[config.mk]
export PLATFORM = sky130hd
export DESIGN_NAME = alu_op_decoder
export DESIGN_NICKNAME = d
export VERILOG_FILES = /design/src/rtl/alu_op_decoder.sv
export SDC_FILE = /design/constraint.sdc
export NUM_CORES = 1
export LEC_CHECK = 0
export CORE_ASPECT_RATIO = 0.9
export CORE_MARGIN = 4
export CORE_UTILIZATION = 36
export DETAILED_ROUTE_END_ITERATION = 12
export PLACE_DENSITY = 0.7
export SLEW_MARGIN = 10
export SYNTH_ARGS = -nofsm -noshare
export SYNTH_HDL_FRONTEND = slang
export SYNTH_SLANG_ARGS = --single-unit
[constraint.sdc]
create_clock -name clk -period 4.6 [get_ports clk]
set_input_delay 0.46 -clock clk [delete_from_list [all_inputs] [get_ports clk]]
set_output_delay 0.46 -clock clk [all_outputs]
set_load 0.01 [all_outputs]
[src/rtl/alu_op_decoder.sv]
// RV32I decode stage: turns one instruction plus regfile operands into a registered ALU command
// with writeback/branch/memory control, behind a one-entry valid/ready output register.
module alu_op_decoder #(
    parameter int unsigned SHAMT_CHECK = 1,
    parameter int unsigned CNT_W       = 16
) (
    input  logic             clk,
    input  logic             reset,
    input  logic             in_valid,
    output logic             in_ready,
    input  logic [31:0]      instr,
    input  logic [31:0]      pc,
    input  logic [31:0]      rs1_data,
    input  logic [31:0]      rs2_data,
    input  logic             flush,
    output logic             out_valid,
    input  logic             out_ready,
    output logic [4:0]       alu_function,
    output logic [31:0]      operand_a,
    output logic [31:0]      operand_b,
    output logic [4:0]       rd_addr,
    output logic             rd_we,
    output logic             is_branch,
    output logic             branch_inv,
    output logic             is_jump,
    output logic [31:0]      target,
    output logic             mem_rd,
    output logic             mem_wr,
    output logic             illegal,
    output logic [CNT_W-1:0] dec_count
);

    localparam logic [4:0] FnAdd  = 5'd1;
    localparam logic [4:0] FnSub  = 5'd2;
    localparam logic [4:0] FnSll  = 5'd3;
    localparam logic [4:0] FnSrl  = 5'd4;
    localparam logic [4:0] FnSra  = 5'd5;
    localparam logic [4:0] FnSeq  = 5'd6;
    localparam logic [4:0] FnSlt  = 5'd7;
    localparam logic [4:0] FnSltu = 5'd8;
    localparam logic [4:0] FnXor  = 5'd9;
    localparam logic [4:0] FnOr   = 5'd10;
    localparam logic [4:0] FnAnd  = 5'd11;

    localparam logic [6:0] OpcOp     = 7'b0110011;
    localparam logic [6:0] OpcImm    = 7'b0010011;
    localparam logic [6:0] OpcLui    = 7'b0110111;
    localparam logic [6:0] OpcAuipc  = 7'b0010111;
    localparam logic [6:0] OpcJal    = 7'b1101111;
    localparam logic [6:0] OpcJalr   = 7'b1100111;
    localparam logic [6:0] OpcLoad   = 7'b0000011;
    localparam logic [6:0] OpcStore  = 7'b0100011;
    localparam logic [6:0] OpcBranch = 7'b1100011;

    localparam logic [CNT_W-1:0] CntMax = '1;

    typedef struct packed {
        logic [4:0]  fn;
        logic [31:0] a;
        logic [31:0] b;
        logic [4:0]  rd;
        logic        we;
        logic        br;
        logic        inv;
        logic        jmp;
        logic [31:0] tgt;
        logic        mrd;
        logic        mwr;
        logic        ill;
    } cmd_t;

    cmd_t             cmd_d, cmd_q;
    logic             valid_q;
    logic [CNT_W-1:0] cnt_q;
    logic             accept, ill, wr, shamt_bad;
    logic [6:0]       opcode, funct7;
    logic [2:0]       funct3;
    logic [4:0]       rd;
    logic [31:0]      imm_i, imm_s, imm_b, imm_u, imm_j, shamt, jalr_sum;

    assign opcode    = instr[6:0];
    assign funct3    = instr[14:12];
    assign funct7    = instr[31:25];
    assign rd        = instr[11:7];
    assign imm_i     = {{20{instr[31]}}, instr[31:20]};
    assign imm_s     = {{20{instr[31]}}, instr[31:25], instr[11:7]};
    assign imm_b     = {{19{instr[31]}}, instr[31], instr[7], instr[30:25], instr[11:8], 1'b0};
    assign imm_u     = {instr[31:12], 12'b0};
    assign imm_j     = {{11{instr[31]}}, instr[31], instr[19:12], instr[20], instr[30:21], 1'b0};
    assign shamt     = {27'b0, instr[24:20]};
    assign shamt_bad = (SHAMT_CHECK != 0) && instr[25];
    assign jalr_sum  = rs1_data + imm_i;

    assign in_ready = !valid_q || out_ready;
    assign accept   = in_valid && in_ready && !flush;

    always_comb begin
        cmd_d = '0;
        ill   = 1'b0;
        wr    = 1'b0;
        case (opcode)
            OpcOp: begin
                cmd_d.a = rs1_data;
                cmd_d.b = rs2_data;
                wr      = 1'b1;
                if (funct7 == 7'h00) begin
                    case (funct3)
                        3'b000: cmd_d.fn = FnAdd;
                        3'b001: cmd_d.fn = FnSll;
                        3'b010: cmd_d.fn = FnSlt;
                        3'b011: cmd_d.fn = FnSltu;
                        3'b100: cmd_d.fn = FnXor;
                        3'b101: cmd_d.fn = FnSrl;
                        3'b110: cmd_d.fn = FnOr;
                        3'b111: cmd_d.fn = FnAnd;
                    endcase
                end else if (funct7 == 7'h20 && funct3 == 3'b000) begin
                    cmd_d.fn = FnSub;
                end else if (funct7 == 7'h20 && funct3 == 3'b101) begin
                    cmd_d.fn = FnSra;
                end else begin
                    ill = 1'b1;
                end
                // ALU shifts by the full operand, so trim to the architectural 5 bits here
                if (funct3 == 3'b001 || funct3 == 3'b101) cmd_d.b = {27'b0, rs2_data[4:0]};
            end
            OpcImm: begin
                cmd_d.a = rs1_data;
                cmd_d.b = imm_i;
                wr      = 1'b1;
                case (funct3)
                    3'b000: cmd_d.fn = FnAdd;
                    3'b010: cmd_d.fn = FnSlt;
                    3'b011: cmd_d.fn = FnSltu;
                    3'b100: cmd_d.fn = FnXor;
                    3'b110: cmd_d.fn = FnOr;
                    3'b111: cmd_d.fn = FnAnd;
                    3'b001: begin
                        cmd_d.fn = FnSll;
                        cmd_d.b  = shamt;
                        if (instr[31:26] != 6'b0 || shamt_bad) ill = 1'b1;
                    end
                    3'b101: begin
                        cmd_d.fn = instr[30] ? FnSra : FnSrl;
                        cmd_d.b  = shamt;
                        if (instr[31] || instr[29:26] != 4'b0 || shamt_bad) ill = 1'b1;
                    end
                endcase
            end
            OpcLui: begin
                cmd_d.fn = FnAdd;
                cmd_d.b  = imm_u;
                wr       = 1'b1;
            end
            OpcAuipc: begin
                cmd_d.fn = FnAdd;
                cmd_d.a  = pc;
                cmd_d.b  = imm_u;
                wr       = 1'b1;
            end
            OpcJal, OpcJalr: begin
                cmd_d.fn  = FnAdd;
                cmd_d.a   = pc;
                cmd_d.b   = 32'd4;
                cmd_d.jmp = 1'b1;
                wr        = 1'b1;
                if (opcode == OpcJal) begin
                    cmd_d.tgt = pc + imm_j;
                end else begin
                    cmd_d.tgt = {jalr_sum[31:1], 1'b0};
                    if (funct3 != 3'b000) ill = 1'b1;
                end
            end
            OpcLoad: begin
                cmd_d.fn  = FnAdd;
                cmd_d.a   = rs1_data;
                cmd_d.b   = imm_i;
                cmd_d.mrd = 1'b1;
                wr        = 1'b1;
                if (funct3 == 3'b011 || funct3 == 3'b110 || funct3 == 3'b111) ill = 1'b1;
            end
            OpcStore: begin
                cmd_d.fn  = FnAdd;
                cmd_d.a   = rs1_data;
                cmd_d.b   = imm_s;
                cmd_d.mwr = 1'b1;
                if (funct3 > 3'b010) ill = 1'b1;
            end
            OpcBranch: begin
                cmd_d.a   = rs1_data;
                cmd_d.b   = rs2_data;
                cmd_d.br  = 1'b1;
                cmd_d.tgt = pc + imm_b;
                case (funct3)
                    3'b000: begin cmd_d.fn = FnSeq;  cmd_d.inv = 1'b1; end
                    3'b001: begin cmd_d.fn = FnSeq;  cmd_d.inv = 1'b0; end
                    3'b100: begin cmd_d.fn = FnSlt;  cmd_d.inv = 1'b1; end
                    3'b101: begin cmd_d.fn = FnSlt;  cmd_d.inv = 1'b0; end
                    3'b110: begin cmd_d.fn = FnSltu; cmd_d.inv = 1'b1; end
                    3'b111: begin cmd_d.fn = FnSltu; cmd_d.inv = 1'b0; end
                    default: ill = 1'b1;
                endcase
            end
            default: ill = 1'b1;
        endcase
        if (ill) begin
            cmd_d     = '0;
            cmd_d.ill = 1'b1;
            wr        = 1'b0;
        end
        cmd_d.we = wr && (rd != 5'd0);
        cmd_d.rd = cmd_d.we ? rd : 5'd0;
    end

    always_ff @(posedge clk) begin
        if (reset) begin
            valid_q <= 1'b0;
            cmd_q   <= '0;
            cnt_q   <= '0;
        end else begin
            if (flush) begin
                valid_q <= 1'b0;
            end else if (accept) begin
                valid_q <= 1'b1;
                cmd_q   <= cmd_d;
            end else if (out_ready) begin
                valid_q <= 1'b0;
            end
            // A flushed command is dropped, not handed off
            if (valid_q && out_ready && !flush && cnt_q != CntMax) cnt_q <= cnt_q + 1'b1;
        end
    end

    assign out_valid    = valid_q;
    assign alu_function = cmd_q.fn;
    assign operand_a    = cmd_q.a;
    assign operand_b    = cmd_q.b;
    assign rd_addr      = cmd_q.rd;
    assign rd_we        = cmd_q.we;
    assign is_branch    = cmd_q.br;
    assign branch_inv   = cmd_q.inv;
    assign is_jump      = cmd_q.jmp;
    assign target       = cmd_q.tgt;
    assign mem_rd       = cmd_q.mrd;
    assign mem_wr       = cmd_q.mwr;
    assign illegal      = cmd_q.ill;
    assign dec_count    = cnt_q;

endmodule
==> results by stage, run 1 <==
Floorplanning:
- The number of placement rows is 58.
- The die is between 150 and 200 µm wide.
- The overall die area is 31300 µm².
- For this configuration, the core starts out at a cell density of 0.367.
- Pin placement for this block handled 264 I/O pins.
- In this run the vertical extent of the chip is 168 µm.
- The core box area is 28000 µm².

Clock tree:
- After clock tree synthesis, the repair step resized 0 gates.
- Clock latency on the worst-skew pair, taken at its later pin, is 0.44 ns.
- The number of hold-repair buffers added at the cts stage is 0.
- The maximum root-to-sink buffer count is 2.
- The maximum level of the CTS H-tree is 4.
- Once the clock tree was built, the setup fixing pass inserted 0 buffers.
- The number of sinks on the clock net is 129.
- The CTS tree is done.
- After clock tree synthesis, the clock-pin slew on the worst setup and hold paths is 0.07 ns.
- Clock tree synthesis selected as its root buffer the cell sky130_fd_sc_hd__clkbuf_16.
- The TritonCTS buffer count is 17.

Logic synthesis:
- The count of flip-flops with a built-in enable after synthesis is 0.
- Of the post-synthesis cell area, the dominant cell type holds 0.251.
- Among all flip-flop cells after synthesis, the most frequent one is sky130_fd_sc_hd__dfxtp_1.
- Counting distinct cell types in the post-synthesis netlist gives 75.
- The cell type with the highest aggregate area in the netlist is sky130_fd_sc_hd__dfxtp_1.
- The post-synthesis register bit count is approximately 130.
- Of all flip-flops after synthesis, the portion carrying an async set or reset was 0.
- Each instance of the synthesized netlist takes up on average a little under 8 µm².
- The number of nets in the synthesized netlist is 1530.
- The synthesis warning total is 0.
- The number of standard cells after synthesis is ~1300.
- For this run, the register share of the synthesized area comes to 0.251.
- The synthesized netlist occupies a cell area of a little over 10000 µm².
- Ranked by total cell area, the synthesized netlist is headed by sky130_fd_sc_hd__dfxtp_1, sky130_fd_sc_hd__ha_1, sky130_fd_sc_hd__nor2_1.

Power:
- Summed over all cells, the static leakage comes to around 0.0053 µW.
- Dividing total power by cell area gives a power density of about 250 nW/µm².
- The maximum VDD drop is ~240 µV.

Critical path:
- The startpoint type of the worst setup path is a primary input.
- Of all nets on the critical path, the largest fanout is 7.
- The kind of capture point of the worst setup path is a register.
- The worst setup path is of the primary input to register kind.
- The worst path arrival time is 4.16 ns.
- The data required time at the worst endpoint is a little under 5 ns.

Timing:
- The setup violation total in the final timing report is 0.
- The worst pin sits at a relative slew slack of 0.364.
- The smallest clock period supported by the final layout is computed as 3.88 ns.
- The final hold slack is 0.457 ns.
- At the pin with the least slew margin, the transition time is 0.951 ns.
- Setup repair after global routing left no endpoint under its margin.
- After routing, the total negative slack on setup checks comes to 0 ns.
- The max-slew violation count is 0.
- The maximum achievable frequency is between 0.2 and 0.3 GHz.
- The final-report hold violation count is 0.
- In the finished design, the share of the clock period the worst path needs comes to 0.843.
- Across the routed clock network, the largest skew measured is approximately 0.017 ns.

Routing:
- The first-pass detailed-route iteration total is 6.
- The met3 wire length is approximately 3500 µm.
- Summed over all nets, wire length on met2 after detailed routing comes to between 15000 and 20000 µm.
- The remaining routing DRC violations is 0.
- Once detail routing completed, the nets flagged for antenna violations numbered 0.
- The routed length per placed instance is 21.9 µm.
- After detailed routing, the wire length on met1 is 19300 µm.
- The total detailed-routing wirelength is 41900 µm.
- Detailed routing inserted a total of about 11000 vias.
- Routed signal wires occupy layers up through met4.
- After detailed routing, the number of vias per cell comes to 5.99.
- The violation count after the first detailed-route iteration is 1367.

Global routing:
- For this run the aggregate overflow at the end of global routing stands at 0.
- The number of global-route vias before repair is 10647.
- The global-route usage over all layers is 0.256.
- The initial antenna violation count is 1.
- The first global-routing pass estimated 63200 µm of wire.
- The maximum number of pins on one net before global-route repair is roughly 70.

Placement:
- The sum of net half-perimeters after detailed placement is 31300 µm.
- The final weighted congestion in routability-driven placement is just over 0.9.
- The count of buffers from port buffering is 262.

Run status:
- The flow ran to the end, and the final reports show no timing, DRC or antenna violations.

Min path:
- The class of the worst hold path is register to register.

Layout:
- From synthesis to final layout, the design area changed by 34.5%.
- The most common cell after layout, fill and taps aside is sky130_fd_sc_hd__clkdlybuf4s50_1.
- At the end of the flow, the number of nets in the layout was approximately 1800.
- In the layout the commonest cells are sky130_fd_sc_hd__clkdlybuf4s50_1, sky130_fd_sc_hd__nor2_1, sky130_fd_sc_hd__dfxtp_1.
- In the final layout, the share of cells above drive strength 1 is 0.0534.

Run:
- Across the run, the number of max-cap violations was 0.
==> synth_stat cells, types with 4 or more instances <==
cell / number
sky130_fd_sc_hd__o21bai_1: 13
sky130_fd_sc_hd__inv_1: 25
sky130_fd_sc_hd__o21a_1: 11
sky130_fd_sc_hd__a211o_1: 4
sky130_fd_sc_hd__xor2_1: 37
sky130_fd_sc_hd__xnor2_1: 42
sky130_fd_sc_hd__a221o_1: 23
sky130_fd_sc_hd__nand2b_1: 26
sky130_fd_sc_hd__a32oi_1: 5
sky130_fd_sc_hd__ha_1: 78
sky130_fd_sc_hd__nand2_1: 99
sky130_fd_sc_hd__a22oi_1: 69
sky130_fd_sc_hd__nor2b_1: 11
sky130_fd_sc_hd__dfxtp_1: 129
sky130_fd_sc_hd__a21o_1: 38
sky130_fd_sc_hd__nand4_1: 10
sky130_fd_sc_hd__o21ai_0: 53
sky130_fd_sc_hd__nor3b_1: 4
sky130_fd_sc_hd__buf_1: 4
sky130_fd_sc_hd__o41ai_1: 4
sky130_fd_sc_hd__nor3_1: 16
sky130_fd_sc_hd__a222oi_1: 25
sky130_fd_sc_hd__o22ai_1: 9
sky130_fd_sc_hd__a21oi_1: 112
sky130_fd_sc_hd__o211ai_1: 13
sky130_fd_sc_hd__clkbuf_1: 66
sky130_fd_sc_hd__or3_1: 11
sky130_fd_sc_hd__mux2i_1: 11
sky130_fd_sc_hd__or2_2: 6
sky130_fd_sc_hd__nand3b_1: 5
sky130_fd_sc_hd__a221oi_1: 5
sky130_fd_sc_hd__o31ai_1: 10
sky130_fd_sc_hd__a211oi_1: 12
sky130_fd_sc_hd__a22o_1: 28
sky130_fd_sc_hd__and3_1: 20
sky130_fd_sc_hd__buf_2: 14
sky130_fd_sc_hd__and2_1: 14
sky130_fd_sc_hd__nor2_1: 157
sky130_fd_sc_hd__nand3_1: 27
sky130_fd_sc_hd__a31oi_1: 14
==> cell type report <==
type / count / area [µm²]
Sequential cell: 129 / 2580
Timing Repair Buffer: 294 / 2860
Clock inverter: 15 / 164
Inverter: 26 / 97.6
Fill cell: 2694 / 14200
Tap cell: 360 / 450
Multi-Input combinational cell: 1073 / 7240
Antenna cell: 1 / 2.50
Clock buffer: 17 / 425
==> report_power, final <==
| part | switching [µW] | internal, µW | total (µW) |
|---|---|---|---|
| clock network | 685 | 729 | 1410 |
| logic | 544 | 399 | 943 |
| registers | 1.33 | 1120 | 1120 |
==> registers in the layout, indices dropped and copies added (netlist names) <==
register and cells:
branch_inv 1, alu_function 4, rd_we 1, rd_addr 5, out_valid 1, mem_rd 1, mem_wr 1, operand_a 32
is_branch 1, operand_b 32, is_jump 1, target 32, illegal 1, dec_count 16
==> path summary, 6_finish.rpt <==
path                          start                       to  slack [ns]  cells after the start
max                           pc[1]  target[31]$_SDFFE_PP0P_        0.72                     13
min            is_jump$_SDFFE_PP0P_     is_jump$_SDFFE_PP0P_        0.46                      2
max reg2reg  out_valid$_SDFFE_PP0P_  target[29]$_SDFFE_PP0P_        1.79                      8
min reg2reg    is_jump$_SDFFE_PP0P_     is_jump$_SDFFE_PP0P_        0.46                      2
==> logic make-up after synthesis <==
logic type,after synthesis,share of synthesized area
compound gates,477,0.328
simple gates,422,0.195
flops,129,0.251
buf+inv,114,0.0446
fa+ha+maj,81,0.101
xor+xnor,79,0.0674
mux,13,0.0129
other cells,1,0.000365
==> per-layer routing <==
metal	up-vias	track usage
li1	5403	-
met1	5470	0.373
met2	551	0.396
met3	43	0.0503
met4	0	0.0491
met5	-	0
==> critical path, stage by stage <==
cell                              delay, ns
sky130_fd_sc_hd__clkdlybuf4s50_1       0.53
sky130_fd_sc_hd__ha_1                  0.23
sky130_fd_sc_hd__inv_1                 0.07
sky130_fd_sc_hd__fa_1                  0.40
sky130_fd_sc_hd__nand2b_1              0.19
sky130_fd_sc_hd__a21oi_1               0.17
sky130_fd_sc_hd__nor2_1                0.12
sky130_fd_sc_hd__o311ai_0              0.69
sky130_fd_sc_hd__a41oi_1               0.45
sky130_fd_sc_hd__o21ai_0               0.36
sky130_fd_sc_hd__xor2_1                0.10
sky130_fd_sc_hd__a221oi_1              0.26
sky130_fd_sc_hd__a211oi_1              0.11
==> metrics by stage <==
step / setup WS [ns] / instance area (µm²) / total power (µW) / utilization / cells
final: 0.724 / 13800 / 3480 / 0.493 / 1915
after global routing: 0.440 / 13800 / 3610 / 0.493 / 1915
after CTS: 0.826 / 13800 / 3470 / 0.493 / 1914
after detailed placement: 0.412 / 13200 / 2060 / 0.472 / 1882
after global placement: 0.487 / 13200 / 2060 / 0.472 / 1882
after floorplan: 1.69 / 10300 / 1730 / - / 1316
Power figures use the tool's default switching activity.
==> run 2: changes to the inputs <==
--- a/config.mk
+++ b/config.mk
@@ -9,7 +9,7 @@
 export CORE_MARGIN = 4
 export CORE_UTILIZATION = 36
 export DETAILED_ROUTE_END_ITERATION = 12
-export PLACE_DENSITY = 0.7
+export PLACE_DENSITY = 0.72
 export SLEW_MARGIN = 10
 export SYNTH_ARGS = -nofsm -noshare
 export SYNTH_HDL_FRONTEND = slang
==> constraint.sdc (replaced) <==
create_clock -name clk -period 3.3 [get_ports clk]
set_input_delay 0.33 -clock clk [delete_from_list [all_inputs] [get_ports clk]]
set_output_delay 0.33 -clock clk [all_outputs]
set_load 0.01 [all_outputs]
==> run 2 against run 1 <==
Cell count is 7.9% higher. Count of clock-buffer cells in the layout is the same. Utilization up 4.4 points. Highest routed layer unchanged. Die area did not move.
==> results by stage, run 2 (synthesis gave the netlist of run 1 again) <==
Routing:
- The via total after detailed routing was 12059 (was 11467).
- The per-cell via count in the routed design is 5.84 (was 5.99).
- The post-route antenna net violation count came to 0 (unchanged).
- The remaining routing DRC violations is 0 (unchanged).
- The total detailed-routing wirelength came to 43200 µm (was 41900 µm).
- The violation count after the first detailed-route iteration is 1292 (was 1367).
- The routed length per placed instance was 20.9 µm (was 21.9 µm).
- The first-pass detailed-route iteration total is 6 (unchanged).

Timing:
- The slew at the pin with the worst max-slew slack is 0.814 ns (was 0.951 ns).
- The worst max-slew margin expressed relative to the limit was 0.458 (was 0.364).
- RSZ-0062 raised after global routing: false (unchanged).
- The setup violation total in the final timing report was 0 (unchanged).
- The post-route minimum period is about 3.2 ns.
- The final hold slack is 0.440 ns (was 0.457 ns).
- The maximum achievable frequency is 0.314 GHz.
- In the finished design, the share of the clock period the worst path needs comes to 0.966.
- The final-report hold violation count is 0 (unchanged).
- The clock skew came to 0.0122 ns (was 0.0172 ns).
- The max-slew violation count is 0 (unchanged).

Global routing:
- The first-pass GRT wire length came to 65200 µm (was 63200 µm).
- The global-route usage over all layers is 0.262 (was 0.256).
- The maximum number of pins on one net before global-route repair was 70 (was 69).
- The initial antenna violation count is 0 (was 1).
- The number of global-route vias before repair is 11506 (was 10647).
- The leftover overflow at the end of global routing is 0 (unchanged).

Layout:
- The area growth from synthesis to final layout is 46.6% (was 34.5%).
- The most common cell after layout, fill and taps aside is sky130_fd_sc_hd__clkdlybuf4s50_1 (unchanged).
- The antenna diode count is 0 (was 1).
- The fraction of final layout cells with drive strength greater than 1 is 0.141 (was 0.0534).
- The total number of nets in the final design came to 1907 (was 1755).
- Commonest cells after routing, fill and taps aside: sky130_fd_sc_hd__clkdlybuf4s50_1, sky130_fd_sc_hd__buf_4, sky130_fd_sc_hd__nor2_1 (was sky130_fd_sc_hd__clkdlybuf4s50_1, sky130_fd_sc_hd__nor2_1, sky130_fd_sc_hd__dfxtp_1).
- The count of fill cells added during filler insertion is 2597 (was 2694).

Placement:
- The sum of net half-perimeters after detailed placement is 33200 µm (was 31300 µm).
- The final weighted congestion in routability-driven placement is 0.961 (was 0.928).
- The count of buffers from port buffering is 262 (unchanged).

Power:
- The switching portion of total power is 0.347 (was 0.354).
- The overall power consumption came to 5040 µW (was 3480 µW).
- The internal power is 3290 µW (was 2250 µW).
- The proportion of power drawn by the clock network is 0.388 (was 0.407).
- The power per cell area is 334 nW/µm² (was 252 nW/µm²).
- The portion of total power attributed to combinational logic is 0.302 (was 0.271).
- The maximum VDD drop is 340 µV (was 240 µV).
- The leakage component of the power is 0.00610 µW (was 0.00531 µW).
- The sequential group share of total power is 0.310 (was 0.322).
- The net switching power is 1750 µW (was 1230 µW).

Floorplanning:
- The number of top-level design ports was 264 (unchanged).
- The floorplan die height is 168 µm (unchanged).
- The number of placement rows is 58 (unchanged).
- The core box area was 28000 µm² (unchanged).
- The starting density of the core is 0.367 (unchanged).
- The overall die area was 31300 µm² (unchanged).
- The horizontal die dimension is 186 µm (unchanged).

Critical path:
- The worst path arrival time is 3.56 ns (was 4.16 ns).
- The critical setup path kind was primary input to register (unchanged).
- The number of cell instances on the worst register-to-register path is 9 (was 8).
- The maximum net fanout on the critical path came to 4 (was 7).
- The data required time at the worst endpoint came to 3.67 ns (was 4.89 ns).
- The startpoint type of the worst setup path is a primary input (unchanged).
- The kind of capture point of the worst setup path is a register (unchanged).

Min path:
- The class of the worst hold path is primary input to register (was register to register).
- The worst hold path depth is 2 (unchanged).

Clock tree:
- The TritonCTS buffer count is 17 (unchanged).
- The CTS tree is done (unchanged).
- The buffer type at the clock tree root is sky130_fd_sc_hd__clkbuf_16 (unchanged).
- The later-pin clock latency in the skew report was 0.43 ns (was 0.44 ns).
- The maximum level of the CTS H-tree came to 4 (unchanged).
- The number of sinks on the clock net is 129 (unchanged).
- The clock-pin slew on the worst setup and hold paths is 0.07 ns (about the same).
- The setup fix buffers added after clock tree synthesis was 0 (unchanged).
- The maximum root-to-sink buffer count is 2 (unchanged).

Run status:
- Result of the run: finished, final reports clean (unchanged).

Run:
- The number of maximum-capacitance violations is 0 (unchanged).
-- run 2: cell count changes in the layout (fill, tap and decap cells not counted), moves of 2 or more --
cell / previous run / this run
sky130_fd_sc_hd__dlymetal6s2s_1: 0 / 2
sky130_fd_sc_hd__buf_4: 33 / 179
sky130_fd_sc_hd__buf_12: 0 / 6
sky130_fd_sc_hd__clkdlybuf4s50_1: 260 / 258
-- run 2: power groups by stage --
stage                     registers [µW]  logic [µW]  clock network, µW
after global routing                1560        1640               2050
after detailed placement            1600        1470                  0
after global placement              1600        1460                  0
after floorplan                     1600         809                  0
final                               1560        1520               1960
after CTS                           1560        1480               1990
-- run 2: routing by layer --
metal	GRT usage	share of wire	wire, µm	vias up
li1	-	-	-	5701
met1	0.365	0.44	19100	5735
met2	0.410	0.44	19100	561
met3	0.0560	0.089	3840	62
met4	0.0741	0.025	1070	0
met5	0	0	0	-
-- run 2: final timing paths --
kind                                                   end  slack, ns                       from
worst min-delay path                target[0]$_SDFFE_PP0P_       0.44                      reset
worst max register to register  dec_count[11]$_SDFFE_PP0P_       0.64  dec_count[2]$_SDFFE_PP0P_
worst max-delay path               target[29]$_SDFFE_PP0P_       0.11                  instr[21]
worst min register to register   operand_b[0]$_SDFFE_PP0P_       0.46  operand_b[0]$_SDFFE_PP0P_
-- run 2: metrics by stage --
stage               setup WS [ns]  std cells  setup TNS, ns  area [µm²]   util
global route              0.00204       2066              0       15100  0.538
finish                      0.113       2066              0       15100  0.538
detailed placement         -0.393       2034          -5.10       14400  0.516
CTS                        0.0133       2066              0       15000  0.537
floorplan                   0.525       1316              0       10300      -
global placement           -0.396       2034          -4.35       14400  0.516
-- run 2: final cells by class --
class                      instances  area [µm²]  share of cell area
tap                              360         450              0.0299
clock buffer                      17         425              0.0282
inverter                          26        97.6             0.00648
timing repair buffer             446        4080               0.271
clock inverter                    15         164              0.0109
sequential                       129        2580               0.171
multi-input combinational       1073        7270               0.482
-- run 2: repair_timing --
action	4_1_cts	5_1_grt
endpoints found under the setup margin	0	7
resized for setup	0	8
hold buffers	0	0
-- run 2: critical path: stages --
cell and delay [ns]:
sky130_fd_sc_hd__clkdlybuf4s50_1 0.43, sky130_fd_sc_hd__buf_4 0.17, sky130_fd_sc_hd__ha_1 0.28, sky130_fd_sc_hd__nand3_1 0.11, sky130_fd_sc_hd__a2111oi_2 0.44, sky130_fd_sc_hd__buf_4 0.20, sky130_fd_sc_hd__nand3_1 0.12, sky130_fd_sc_hd__a211oi_1 0.24
sky130_fd_sc_hd__buf_4 0.17, sky130_fd_sc_hd__o21ai_1 0.07, sky130_fd_sc_hd__nand4_1 0.19, sky130_fd_sc_hd__a41oi_1 0.19, sky130_fd_sc_hd__or4b_1 0.51, sky130_fd_sc_hd__nand3_1 0.09
==> run 3: changes to the inputs <==
--- a/config.mk
+++ b/config.mk
@@ -5,11 +5,13 @@
 export SDC_FILE = /design/constraint.sdc
 export NUM_CORES = 1
 export LEC_CHECK = 0
+export ABC_AREA = 1
+export CAP_MARGIN = 10
 export CORE_ASPECT_RATIO = 0.9
 export CORE_MARGIN = 4
 export CORE_UTILIZATION = 36
 export DETAILED_ROUTE_END_ITERATION = 12
-export PLACE_DENSITY = 0.72
+export PLACE_DENSITY = 0.7
 export SLEW_MARGIN = 10
 export SYNTH_ARGS = -nofsm -noshare
 export SYNTH_HDL_FRONTEND = slang
==> run 3 against run 2 <==
Utilization down 6.0 points. Count of clock-buffer cells in the layout up 1. Register-to-register slack better by 0.37 ns. Synthesized area up 21%. Critical endpoint is now target[12]$_SDFFE_PP0P_.
==> results by stage, run 3 <==
Logic synthesis:
- The post-synthesis sequential area ratio is 0.207 (was 0.251).
- The unique cell type count in the Yosys netlist is 48 (was 75).
- The fraction of synthesized cell area taken by the top area cell type was 0.256 (was 0.251).
- The share of flip-flops with an asynchronous set or reset came to 0 (unchanged).
- The count of flip-flops with a built-in enable after synthesis came to 0 (unchanged).
- The synthesized netlist net count is 2449 (was 1530).
- Cell types with the highest counts after synthesis: sky130_fd_sc_hd__nand2_1, sky130_fd_sc_hd__inv_1, sky130_fd_sc_hd__a21oi_1, sky130_fd_sc_hd__nand3_1, sky130_fd_sc_hd__nor2_1 (was sky130_fd_sc_hd__nor2_1, sky130_fd_sc_hd__dfxtp_1, sky130_fd_sc_hd__a21oi_1, sky130_fd_sc_hd__nand2_1, sky130_fd_sc_hd__ha_1).
- Synth area leaders: sky130_fd_sc_hd__nand2_1, sky130_fd_sc_hd__dfxtp_1, sky130_fd_sc_hd__inv_1 (was sky130_fd_sc_hd__dfxtp_1, sky130_fd_sc_hd__ha_1, sky130_fd_sc_hd__nor2_1).
- The netlist area before placement is 12500 µm² (was 10300 µm²).
- The leading cell type by number of instances after synthesis is sky130_fd_sc_hd__nand2_1 (was sky130_fd_sc_hd__nor2_1).
- The most common flop cell mapped by yosys is sky130_fd_sc_hd__dfxtp_1 (unchanged).
- The post-synthesis register bit count is 129 (unchanged).
- The cell type with the highest aggregate area in the netlist is sky130_fd_sc_hd__nand2_1 (was sky130_fd_sc_hd__dfxtp_1).
- The synthesis warning total is 0 (unchanged).
- The post-synthesis average cell area came to 5.58 µm² (was 7.81 µm²).
- The number of standard cells after synthesis is 2235 (was 1316).

Min path:
- The worst hold path depth is 2 (unchanged).
- The class of the worst hold path is primary input to register (unchanged).
- The hold path endpoint is dec_count[12]$_SDFFE_PP0P_ (was target[0]$_SDFFE_PP0P_).
- The startpoint of the lowest-slack hold path is reset (unchanged).

Critical path:
- The gate family responsible for the most delay along the worst path was simple AND/OR/NAND/NOR gates (unchanged).
- The worst setup path startpoint was instr[13] (was instr[21]).
- The worst setup slack for register-to-register paths is 1.01 ns (was 0.64 ns).
- The startpoint type of the worst setup path is a primary input (unchanged).
- The data required time at the worst endpoint is 3.69 ns (was 3.67 ns).
- The critical setup path kind was primary input to register (unchanged).
- The worst path arrival time was 3.21 ns (was 3.56 ns).
- The endpoint of the worst-slack reg-to-reg timing path is dec_count[13]$_SDFFE_PP0P_ (was dec_count[11]$_SDFFE_PP0P_).
- The maximum net fanout on the critical path is 8 (was 4).
- Ordered list of cells on the worst path: clkdlybuf4s50_1, inv_1, ha_1, inv_1, nor2_1, nand2_1, o21ai_0, nand2_1, nand2_1, nand4_4, nor2_2, nand3_1, nand3_1, nand2_1, inv_1 (was clkdlybuf4s50_1, buf_4, ha_1, nand3_1, a2111oi_2, buf_4, nand3_1, a211oi_1, buf_4, o21ai_1, nand4_1, a41oi_1, or4b_1, nand3_1).
- In this design, the critical path's most frequently occurring cell is sky130_fd_sc_hd__nand2_1.
- The number of cell instances on the worst register-to-register path is 13 (was 9).
- The kind of capture point of the worst setup path is a register (unchanged).
- The reg-to-reg critical path startpoint is dec_count[1]$_SDFFE_PP0P_ (was dec_count[2]$_SDFFE_PP0P_).
- The combined buffer and inverter count along the critical path came to 4 (unchanged).
- The critical path's largest stage delay is 0.63 ns (was 0.51 ns).
- The slowest cell on the critical path is sky130_fd_sc_hd__clkdlybuf4s50_1 (was sky130_fd_sc_hd__or4b_1).

Routing:
- The first-pass detailed-route iteration total is 7 (was 6).
- The violation count after the first detailed-route iteration was 1408 (was 1292).
- The remaining routing DRC violations is 0 (unchanged).
- The post-route antenna net violation count was 0 (unchanged).
- The total detailed-routing wirelength is 54500 µm (was 43200 µm).
- The routed length per placed instance is 18.4 µm (was 20.9 µm).
- The per-cell via count in the routed design is 5.17 (was 5.84).
- The via total after detailed routing is 15320 (was 12059).

Power:
- The portion of total power attributed to combinational logic came to 0.301 (was 0.302).
- The proportion of power drawn by the clock network came to 0.407 (was 0.388).
- The sequential group share of total power is 0.292 (was 0.310).
- The switching portion of total power is 0.362 (was 0.347).
- The overall power consumption is 5340 µW (was 5040 µW).
- The internal power is 3410 µW (was 3290 µW).
- The leakage component of the power is 0.00767 µW (was 0.00610 µW).
- The net switching power was 1930 µW (was 1750 µW).
- The power per cell area is 328 nW/µm² (was 334 nW/µm²).
- The maximum VDD drop is 369 µV (was 340 µV).

Clock tree:
- The number of gates resized after cts is 0 (unchanged).
- The setup fix buffers added after clock tree synthesis is 0 (unchanged).
- The later-pin clock latency in the skew report is 0.45 ns (was 0.43 ns).
- The maximum level of the CTS H-tree is 4 (unchanged).
- The number of hold-repair buffers added at the cts stage was 0 (unchanged).
- The buffer type at the clock tree root is sky130_fd_sc_hd__clkbuf_16 (unchanged).
- The TritonCTS buffer count is 17 (unchanged).
- The clock-pin slew on the worst setup and hold paths came to 0.07 ns (about the same).
- The CTS tree is done (unchanged).
- The maximum root-to-sink buffer count is 2 (unchanged).
- The number of sinks on the clock net came to 129 (unchanged).

Floorplanning:
- The core box area is 34100 µm² (was 28000 µm²).
- The number of top-level design ports was 264 (unchanged).
- The horizontal die dimension is 204 µm (was 186 µm).
- The starting density of the core was 0.365 (was 0.367).
- The overall die area is 37700 µm² (was 31300 µm²).
- The number of placement rows is 64 (was 58).
- The floorplan die height was 185 µm (was 168 µm).

Global routing:
- The first-pass GRT wire length is 81400 µm (was 65200 µm).
- The leftover overflow at the end of global routing is 0 (unchanged).
- The initial antenna violation count is 0 (unchanged).
- The global-route usage over all layers is 0.277 (was 0.262).
- The maximum number of pins on one net before global-route repair is 90 (was 70).
- The number of global-route vias before repair came to 14183 (was 11506).

Layout:
- Commonest cells after routing, fill and taps aside: sky130_fd_sc_hd__nand2_1, sky130_fd_sc_hd__inv_1, sky130_fd_sc_hd__clkdlybuf4s50_1 (was sky130_fd_sc_hd__clkdlybuf4s50_1, sky130_fd_sc_hd__buf_4, sky130_fd_sc_hd__nor2_1).
- The final cell area excluding filler cells is 16300 µm² (was 15100 µm²).
- The count of fill cells added during filler insertion was 3603 (was 2597).
- The area of combinational cells with multiple inputs is 8280 µm² (was 7270 µm²).
- The combined flip-flop and latch cell area was 2580 µm² (unchanged).
- The antenna diode count was 0 (unchanged).
- The total number of nets in the final design is 2703 (was 1907).
- The most common cell after layout, fill and taps aside is sky130_fd_sc_hd__nand2_1 (was sky130_fd_sc_hd__clkdlybuf4s50_1).
- The non-filler instance count after layout is 2964 (was 2066).
- The fraction of final layout cells with drive strength greater than 1 is 0.0408 (was 0.141).
- The area growth from synthesis to final layout is 30.7% (was 46.6%).

Timing:
- The maximum achievable frequency is 0.354 GHz (was 0.314 GHz).
- The setup violation total in the final timing report is 0 (unchanged).
- The max-slew violation count is 0 (unchanged).
- The final critical-path share of the clock period is 0.856 (was 0.966).
- The final hold slack is 0.378 ns (was 0.440 ns).
- The worst max-slew margin expressed relative to the limit is 0.329 (was 0.458).
- The clock skew is 0.0108 ns (was 0.0122 ns).
- The final-report hold violation count is 0 (unchanged).
- The slew at the pin with the worst max-slew slack is 1.01 ns (was 0.814 ns).
- The post-route minimum period is 2.83 ns (was 3.19 ns).
- RSZ-0062 raised after global routing: false (unchanged).
- The summed negative setup slack over all endpoints is 0 ns (unchanged).

Placement:
- The post-placement cell area was 15600 µm² (was 14400 µm²).
- The count of buffers from port buffering is 262 (unchanged).
- The cell count after placement is 2932 (was 2034).
- The sum of net half-perimeters after detailed placement was 44300 µm (was 33200 µm).
- The final weighted congestion in routability-driven placement was 0.972 (was 0.961).

Run status:
- Result of the run: finished, final reports clean (unchanged).

Run:
- The number of maximum-capacitance violations is 0 (unchanged).
-- run 3: metrics by stage --
stage / setup WS (ns) / util
after floorplan: 1.13 / -
after global placement: 0.105 / 0.459
after detailed placement: 0.116 / 0.459
after CTS: 0.562 / 0.478
after global routing: 0.239 / 0.478
final: 0.474 / 0.478
-- run 3: kinds of logic (layout without fill, tap and decap cells) --
kind of cell / count (synthesis) / after routing / share of synthesized area
AO/OA/AOI/OAI: 336 / 336 / 0.148
XOR/XNOR: 24 / 24 / 0.0169
adder cells (fa/ha/maj): 81 / 81 / 0.0831
buffers and inverters: 411 / 678 / 0.129
flip-flops: 129 / 129 / 0.207
multiplexers: 1 / 1 / 0.000803
other: 1 / 1 / 0.000301
AND/OR/NAND/NOR: 1252 / 1252 / 0.414
-- run 3: how the worst max path moves through the flow --
stage	end	slack, ns	cells after the start
after floorplan	target[29]$_SDFFE_PP0P_	1.13	17
after global placement	target[12]$_SDFFE_PP0P_	0.11	15
after detailed placement	target[12]$_SDFFE_PP0P_	0.12	15
after CTS	target[12]$_SDFFE_PP0P_	0.56	15
after global routing	target[12]$_SDFFE_PP0P_	0.24	15
final	target[12]$_SDFFE_PP0P_	0.47	15
-- run 3: power groups by stage --
stage	combinational [µW]	sequential (µW)	clock, µW
3_5_place_dp	1560	1600	0
4_1_cts	1570	1560	2190
6_report	1610	1560	2170
3_3_place_gp	1560	1600	0
2_1_floorplan	933	1600	0
5_1_grt	1750	1560	2260
-- run 3: layer usage --
metal	vias to the layer above	track usage	wire length, µm
li1	7601	-	-
met1	7040	0.398	25200
met2	623	0.439	24000
met3	56	0.0486	4310
met4	0	0.0533	952
met5	-	0	0
-- run 3: final cells by class --
type	instances	share of cell area
Clock inverter	14	0.0134
Sequential cell	129	0.158
Timing Repair Buffer	296	0.178
Clock buffer	18	0.0263
Multi-Input combinational cell	1695	0.508
Tap cell	462	0.0355
Inverter	350	0.0807
